--- config.mk ---
export PLATFORM = sky130hd
export DESIGN_NAME = if_ctrl_flat
export DESIGN_NICKNAME = d
export VERILOG_FILES = /design/src/rtl/if_ctrl_pkg.sv /design/src/rtl/if_ctrl_if.sv /design/src/rtl/if_ctrl.sv /design/src/flat_wrapper.sv
export SDC_FILE = /design/constraint.sdc
export NUM_CORES = 1
export LEC_CHECK = 0
export ABC_CLOCK_PERIOD_IN_PS = 2700
export BUFFER_PORTS_ARGS = -buffer_cell sky130_fd_sc_hd__buf_2
export CAP_MARGIN = 20
export CORE_ASPECT_RATIO = 0.6
export CORE_MARGIN = 1.5
export CORE_UTILIZATION = 30
export CTS_CLUSTER_SIZE = 24
export DETAILED_ROUTE_END_ITERATION = 6
export PLACE_DENSITY = 0.54
export SYNTH_ARGS = -nofsm -noshare
export SYNTH_HDL_FRONTEND = slang
export SYNTH_SLANG_ARGS = --single-unit
--- constraint.sdc ---
create_clock -name clk -period 2.7 [get_ports clk]
set_input_delay 0.54 -clock clk [delete_from_list [all_inputs] [get_ports clk]]
set_output_delay 0.54 -clock clk [all_outputs]
set_load 0.01 [all_outputs]
--- src/rtl/if_ctrl_pkg.sv ---
// Shared types and constants for the fetch-stage controller.
package if_ctrl_pkg;

  typedef enum logic [2:0] {
    StIdle,
    StWait,
    StDrop,
    StHold,
    StErr
  } state_e;

  localparam logic [31:0] NOP_INSN = 32'h0000_0013;
  localparam logic [31:0] PC_STEP  = 32'd4;

  // Instruction fetches are always word aligned.
  function automatic logic [31:0] word_align(input logic [31:0] addr);
    return addr & ~32'h0000_0003;
  endfunction

endpackage

--- src/rtl/if_ctrl_if.sv ---
// Instruction-memory request/acknowledge handshake between fetch and memory.
interface if_ctrl_if;

  logic        imem_req;
  logic [31:0] imem_addr;
  logic        imem_ack;
  logic [31:0] imem_rdata;

  modport master (
    output imem_req,
    output imem_addr,
    input  imem_ack,
    input  imem_rdata
  );

  modport slave (
    input  imem_req,
    input  imem_addr,
    output imem_ack,
    output imem_rdata
  );

endinterface

--- src/rtl/if_ctrl.sv ---
// Fetch-stage controller: owns the fetch PC, drives the instruction-memory
// handshake and fills the IF/ID register, with a one-entry skid buffer for
// decode stalls and a watchdog for a memory that never acknowledges.
module if_ctrl
  import if_ctrl_pkg::*;
#(
  parameter logic [31:0] RESET_PC = 32'h0000_0000,
  parameter int unsigned MAX_WAIT = 15
) (
  input  logic        clk,
  input  logic        rst,
  input  logic        hazard,
  input  logic        br_taken,
  input  logic [31:0] ex_add,
  if_ctrl_if.master   imem,
  output logic [31:0] instruction,
  output logic [31:0] pc_out,
  output logic [31:0] pc4_dc,
  output logic        if_valid,
  output logic        flush_id,
  output logic        fetch_err
);

  // Timeout fires on the cycle the counter would reach MAX_WAIT.
  localparam logic [7:0] WaitLimit = 8'(MAX_WAIT - 1);

  state_e      state_q, state_d;
  logic [31:0] fetch_pc_q, fetch_pc_d;
  logic [31:0] drop_addr_q, drop_addr_d;
  logic [31:0] insn_q, insn_d;
  logic [31:0] pc_q, pc_d;
  logic [31:0] pc4_q, pc4_d;
  logic        valid_q, valid_d;
  logic        flush_q, flush_d;
  logic        err_q, err_d;
  logic        skid_valid_q, skid_valid_d;
  logic [31:0] skid_insn_q, skid_insn_d;
  logic [31:0] skid_pc_q, skid_pc_d;
  logic [7:0]  wait_cnt_q, wait_cnt_d;

  logic in_req;
  logic slot_free;
  logic timeout;

  assign in_req    = (state_q == StWait) || (state_q == StDrop);
  assign slot_free = !valid_q || !hazard;
  assign timeout   = in_req && !imem.imem_ack && (wait_cnt_q >= WaitLimit);

  // State register.
  always_ff @(posedge clk) begin
    if (rst) begin
      state_q <= StIdle;
    end else begin
      state_q <= state_d;
    end
  end

  // Datapath registers: fetch PC, IF/ID slot, skid entry, watchdog.
  always_ff @(posedge clk) begin
    if (rst) begin
      fetch_pc_q   <= RESET_PC;
      drop_addr_q  <= RESET_PC;
      insn_q       <= NOP_INSN;
      pc_q         <= '0;
      pc4_q        <= '0;
      valid_q      <= 1'b0;
      flush_q      <= 1'b0;
      err_q        <= 1'b0;
      skid_valid_q <= 1'b0;
      skid_insn_q  <= '0;
      skid_pc_q    <= '0;
      wait_cnt_q   <= '0;
    end else begin
      fetch_pc_q   <= fetch_pc_d;
      drop_addr_q  <= drop_addr_d;
      insn_q       <= insn_d;
      pc_q         <= pc_d;
      pc4_q        <= pc4_d;
      valid_q      <= valid_d;
      flush_q      <= flush_d;
      err_q        <= err_d;
      skid_valid_q <= skid_valid_d;
      skid_insn_q  <= skid_insn_d;
      skid_pc_q    <= skid_pc_d;
      wait_cnt_q   <= wait_cnt_d;
    end
  end

  // Next state and datapath updates; order encodes ERR lock > timeout > redirect > ack/hazard.
  always_comb begin
    state_d      = state_q;
    fetch_pc_d   = fetch_pc_q;
    drop_addr_d  = drop_addr_q;
    insn_d       = insn_q;
    pc_d         = pc_q;
    pc4_d        = pc4_q;
    valid_d      = valid_q;
    flush_d      = 1'b0;
    err_d        = err_q;
    skid_valid_d = skid_valid_q;
    skid_insn_d  = skid_insn_q;
    skid_pc_d    = skid_pc_q;
    wait_cnt_d   = (in_req && !imem.imem_ack) ? wait_cnt_q + 8'd1 : 8'd0;

    if (state_q == StErr) begin
      valid_d = 1'b0;
    end else if (timeout) begin
      state_d      = StErr;
      err_d        = 1'b1;
      valid_d      = 1'b0;
      skid_valid_d = 1'b0;
    end else if (br_taken) begin
      flush_d      = 1'b1;
      valid_d      = 1'b0;
      skid_valid_d = 1'b0;
      fetch_pc_d   = word_align(ex_add);
      if (in_req && !imem.imem_ack) begin
        // The outstanding request must complete on its original address.
        state_d = StDrop;
        if (state_q == StWait) begin
          drop_addr_d = fetch_pc_q;
        end
      end else begin
        state_d = StWait;
      end
    end else begin
      case (state_q)
        StIdle: begin
          state_d = StWait;
        end
        StWait: begin
          if (imem.imem_ack) begin
            fetch_pc_d = fetch_pc_q + PC_STEP;
            if (slot_free) begin
              insn_d  = imem.imem_rdata;
              pc_d    = fetch_pc_q;
              pc4_d   = fetch_pc_q + PC_STEP;
              valid_d = 1'b1;
            end else begin
              skid_valid_d = 1'b1;
              skid_insn_d  = imem.imem_rdata;
              skid_pc_d    = fetch_pc_q;
              state_d      = StHold;
            end
          end else if (valid_q && !hazard) begin
            valid_d = 1'b0;
          end
        end
        StDrop: begin
          if (imem.imem_ack) begin
            state_d = StWait;
          end
        end
        StHold: begin
          if (!hazard) begin
            insn_d       = skid_insn_q;
            pc_d         = skid_pc_q;
            pc4_d        = skid_pc_q + PC_STEP;
            valid_d      = 1'b1;
            skid_valid_d = 1'b0;
            state_d      = StWait;
          end
        end
        default: begin
          state_d = state_q;
        end
      endcase
    end
  end

  // Outputs: handshake decoded from state, IF/ID straight from registers.
  always_comb begin
    imem.imem_req  = in_req;
    imem.imem_addr = (state_q == StDrop) ? drop_addr_q : fetch_pc_q;
    instruction    = insn_q;
    pc_out         = pc_q;
    pc4_dc         = pc4_q;
    if_valid       = valid_q;
    flush_id       = flush_q;
    fetch_err      = err_q;
  end

endmodule

--- src/flat_wrapper.sv ---
// flat-port wrapper written by rule: the top's interface ports become plain ports
module if_ctrl_flat import if_ctrl_pkg::*;
#(
  parameter logic [31:0] RESET_PC = 32'h0000_0000,
  parameter int unsigned MAX_WAIT = 15
)
  (clk, rst, hazard, br_taken, ex_add, instruction, pc_out, pc4_dc, if_valid, flush_id, fetch_err, imem_imem_req, imem_imem_addr, imem_imem_ack, imem_imem_rdata);
  if_ctrl_if imem_i ();
  input  logic clk;
  input  logic rst;
  input  logic hazard;
  input  logic br_taken;
  input  logic [31:0] ex_add;
  output logic [31:0] instruction;
  output logic [31:0] pc_out;
  output logic [31:0] pc4_dc;
  output logic if_valid;
  output logic flush_id;
  output logic fetch_err;
  output wire logic [$bits(imem_i.imem_req)-1:0] imem_imem_req;
  output wire logic [$bits(imem_i.imem_addr)-1:0] imem_imem_addr;
  input wire logic [$bits(imem_i.imem_ack)-1:0] imem_imem_ack;
  input wire logic [$bits(imem_i.imem_rdata)-1:0] imem_imem_rdata;
  assign imem_imem_req = imem_i.imem_req;
  assign imem_imem_addr = imem_i.imem_addr;
  assign imem_i.imem_ack = imem_imem_ack;
  assign imem_i.imem_rdata = imem_imem_rdata;
  if_ctrl #(.RESET_PC(RESET_PC), .MAX_WAIT(MAX_WAIT)) u_core (.clk(clk), .rst(rst), .hazard(hazard), .br_taken(br_taken), .ex_add(ex_add), .imem(imem_i), .instruction(instruction), .pc_out(pc_out), .pc4_dc(pc4_dc), .if_valid(if_valid), .flush_id(flush_id), .fetch_err(fetch_err));
endmodule
# Yosys cells after proc, flatten, opt, wreduce, memory -nomap -nowiden
# Cells that the tools add are included.
totals:
  register_bits: 238
  inputBits: 69
  out_inout_bits: 132
  word_cells: 87
op_classes:
  n_addsub: 3
  order_cmp: 1
  eq_ne: 13
  n_mux: 30
  bitwise: 5
  n_reduce_logical: 23
ops:
  columns: ["operator", "count"]
  rows:
  - ["two-way mux 32 bit", 13]
  - ["case mux 32 bit (2 select lines)", 3]
  - ["adder 32 x 3 -> 32 bit (second input constant)", 2]
  - ["two-way mux 3 bit", 6]
  - ["inequality test 4 x 3 -> 1 bit (second input constant)", 3]
  - ["case mux 3 bit (4 select lines)", 1]
  - ["AND reduction 6 bit", 2]
  - ["adder 8 x 1 -> 8 bit (second input constant)", 1]
  - ["greater-or-equal comparator 8 x 4 -> 1 bit (second input constant)", 1]
  - ["AND reduction 4 bit", 2]
  - ["AND reduction 7 bit", 1]
  - ["equality test 3 x 2 -> 1 bit (second input constant)", 2]
  - ["nonzero test 2 bit", 3]
  - ["nonzero test 6 bit", 1]
  - ["two-way mux 1 bit", 5]
  - ["inverter 1 bit", 5]
  - ["AND reduction 5 bit", 1]
  - ["inequality test 2 bit (second input constant)", 2]
  - ["inequality test 4 bit (second input constant)", 1]
  - ["OR reduction 4 bit", 1]
  - ["equality test 3 x 1 -> 1 bit (second input constant)", 1]
  - ["equality test 3 bit (second input constant)", 1]
  - ["logical AND 1 bit", 3]
  - ["logical NOT 1 bit", 3]
  - ["other kinds (10)", 11]

# Logic depth before layout (Yosys ltp)
depth:
  ltp_word: 7
  ltp_mapped: 9
  depth_no_buf: 7

# Least setup slack after synthesis
# Ideal clock, no wire load.
synth_path:
  path_type: "register to output"
  from: "register u_core.state_q[1]"
  to: "output imem_imem_addr[10]"
  arrival_ns: 1.692
  path_slack_ns: 0.468
  path_stages_with_launch: 6
  path_buffers: 2
  cell_sequence: "dfxtp_1 buf_4 clkinv_1 nor3_2 buf_2 mux2_2"
synth_between:
  elab_chain_len: 2
synth_rtl:
  columns: ["element", "line_no", "source"]
  rows:
  - ["from (decl)", "if_ctrl.sv:27", "state_e state_q, state_d;"]
  - ["from (signal assigned)", "if_ctrl.sv:52", "state_q <= StIdle;"]
  - ["from (signal assigned)", "if_ctrl.sv:54", "state_q <= state_d;"]
  - ["equality test 3 x 2 -> 1 bit", "if_ctrl.sv:174", "imem.imem_addr = (state_q == StDrop) ? drop_addr_q : fetch_pc_q;"]
  - ["two-way mux 32 bit", "if_ctrl.sv:174", null]
  - ["to (decl)", "flat_wrapper.sv:21", "output wire logic [$bits(imem_i.imem_addr)-1:0] imem_imem_addr;"]
# Every way passes these cells.

# Worst setup path in the final report
layout_path:
  from: "register u_core.state_q[1]"
  to: "output imem_imem_addr[29]"
# The elaborated chain is that of the path after synthesis.

==> flow_metrics.tcl <==
set metrics [dict create \
    muxShareOfSynthArea_pct 5.504 \
    grt_pass1_vias 9887 \
    post_cts_buffers 0 \
    power_density_mw_per_mm2 603.8 \
    yosys.area_share.xor_xnor_pct 3.101 \
    worstSkewPairLatency_ps 540 \
    gp_congestion 0.8596 \
    synthFlopType "dfxtp_1" \
    yosys.cell_count.top_type "nand2_1" \
    finClkSkew_ps 15.21 \
    pre_cts_slack_ps 271.2 \
    diodes 0 \
    setup.worst_path.end "imem_imem_addr[29]" \
    required_ps 2160 \
    p_leak_nw 5.438 \
    cts_root_buf "clkbuf_16" \
    routed_wl_um 36800 \
    viasPerCell 5.192 \
    worst_pin_slew_ps 847.6 \
    syn_to_final_growth_pct 22.11 \
    rsz0062_at_grt "no" \
    yosysSeqAreaShare_pct 40.40 \
    synth-simple-area-share_pct 25.76 \
    tritoncts "yes" \
    synth_cells 1446 \
    clock_sinks 228 \
    hp-class "in2reg" \
    maxSlewViolCount 0 \
    grt_max_degree 63 \
    fmax_mhz 386.9 \
    cp-start-kind "flip-flop" \
    setup_viol 0 \
    dieArea_mm2 0.03887 \
    maxCapViolCount 0 \
    htreeDepth 1 \
    cts-resized-gates 2 \
    grtUsageTotal_pct 18.49 \
    synth_top_area_cell "dfxtp_1" \
    cts_buffers 25 \
    num_rows 54 \
    drtPass1Iterations 5 \
    status "complete, no violations" \
    remaining_drc_errors 0 \
    synthAdderAreaFrac_pct 0.4430 \
    total_power_mw 8.329 \
    synth_cell_types 68 \
    synthTopCellsByCount "nand2_1, dfxtp_1, nor2_1" \
    drive_gt1_share_pct 22.05 \
    regToRegSetupSlack_ps 340 \
    setup_ws_ps 115.2 \
    grt_pass1_wl_um 57400 \
    crit_fanout 35 \
    hold_buffers 0 \
    die_w_um 253.5 \
    netlist_area_mm2 0.01130 \
    finalCritPeriodShare_pct 95.73 \
    arrival_ps 2040 \
    postSynthAreaPerCell_um2 7.813 \
    slew_headroom_pct 43.29 \
    path_class "reg2out" \
    hold_violations 0 \
    nNetsFinal 1665 \
    finalSetupTns_ps 0 \
    clock_path_buffers 3 \
    gr-total-overflow 0 \
    start_util_pct 30.79 \
    hold_ws_ps 250.7 \
    ys_seq_elements 228 \
    antenna_found_initial 1 \
    core_mm2 0.03669 \
    synth_top_cell_area_share_pct 40.40 \
    reg2reg_to "u_core.fetch_pc_q[30]" \
    r2r_cells 7 \
    num_vias 10980 \
    drtAntennaViolNets 0 \
    r2r_start "u_core.fetch_pc_q[3]" \
    ir_drop_v 0.0003987 \
    crit_path_end_kind "output port" \
    synth_warnings 0 \
    synth-compound-area-share_pct 18.33 \
    ys_async_sr_fraction_pct 0 \
    fill_cells 3867 \
    pin_count 201 \
    die_h_um 153.3 \
    period_minus_slack_ps 2585 \
    synth_edf_count 0 \
    synth_area_leaders "dfxtp_1, nand2_1, nor2_1, a21oi_1, a311oi_1" \
    wire_per_inst_um 17.41 \
    critPathLaunch "u_core.state_q[1]" \
    dp_hpwl_um 25850 \
    drt_iter0_markers 1025 \
    clkTransAtPathRegs_ps 70 \
    synth_top_family_by_area "simple AND/OR/NAND/NOR gates" \
    portBuffers 192 \
]
## worst min-delay path by stage
stage	cells after the start	slack (ps)	from	endpoint
after floorplan	1	430	u_core.wait_cnt_q[0]	u_core.wait_cnt_q[0]
after global placement	2	440	u_core.pc4_dc[12]	u_core.pc4_dc[12]
after detailed placement	2	450	u_core.pc4_dc[2]	u_core.pc4_dc[2]
after CTS	3	220	imem_imem_rdata[11]	u_core.skid_insn_q[11]
after global routing	3	240	imem_imem_rdata[3]	u_core.skid_insn_q[3]
final	3	250	imem_imem_rdata[11]	u_core.skid_insn_q[11]
## per-layer routing
layer  GRT usage (%)  wire length, um  vias to the layer above
met5               0               10                        -
met4           3.365              607                        2
met3           3.474             2388                       41
met2           27.84            15770                      332
met1           27.33            18020                     5274
li1                -                -                     5326
## state kept, by name, summed over array words and instances, names as in the netlist, 8 cells and up
| register | cells |
|---|---|
| u_core.drop_addr_q | 30 |
| u_core.fetch_pc_q | 30 |
| u_core.instruction | 32 |
| u_core.pc4_dc | 30 |
| u_core.pc_out | 30 |
| u_core.skid_insn_q | 32 |
| u_core.skid_pc_q | 30 |
| u_core.wait_cnt_q | 8 |
## through the flow
stage	cells	utilization [%]	instance area, um2
2_1_floorplan	1451	-	11320
3_3_place_gp	2069	35.11	12880
3_5_place_dp	2069	35.11	12880
4_1_cts	2114	37.58	13790
5_1_grt	2114	37.60	13790
6_report	2114	37.60	13790
## logic make-up (layout without fill, tap and decap cells)
group	Yosys count	count (layout)
AOI/OAI and AO/OA	313	313
and+or+nand+nor	644	644
other	1	6
adders and majority gates	4	4
buffers and inverters	157	316
DFF	228	228
xor gates and xnor gates	40	40
muxes	59	59
## area by class of cell
class	instances	area [um2]	share of cell area, %
clock buffer	36	747.0	5.415
clock inverter	9	153.9	1.116
inverter	14	56.30	0.4082
multi-input combinational	1066	6055	43.89
sequential	228	4572	33.14
tap	504	630.6	4.571
timing repair buffer	257	1580	11.46
## power by group
group	internal (mW)	switching (mW)
Sequential	3.48	0.119
Combinational	0.382	0.585
Clock	2.30	1.46
## cells in the final DEF (no fill, tap or decap), types with 12 or more instances in the layout
master       n
a21oi_1    105
a311oi_1    60
and3_1      18
buf_2      191
buf_4       55
clkbuf_16   25
dfxtp_1    224
inv_1       13
mux2_2      25
mux2i_1     34
nand2_1    327
nand3_1     44
nand4_1     17
nor2_1     143
nor3_1      14
nor4_1      14
o211ai_1    12
o21ai_0     61
or3_1       16
xnor2_1     25
xor2_1      15
## worst max-delay path: stages (launching register included)
cell        delay, ps
dfxtp_4           430
clkinvlp_4        130
nor3_4            150
buf_12            240
mux2_2            380
buf_2             140
(Power assumes the default switching activity.)
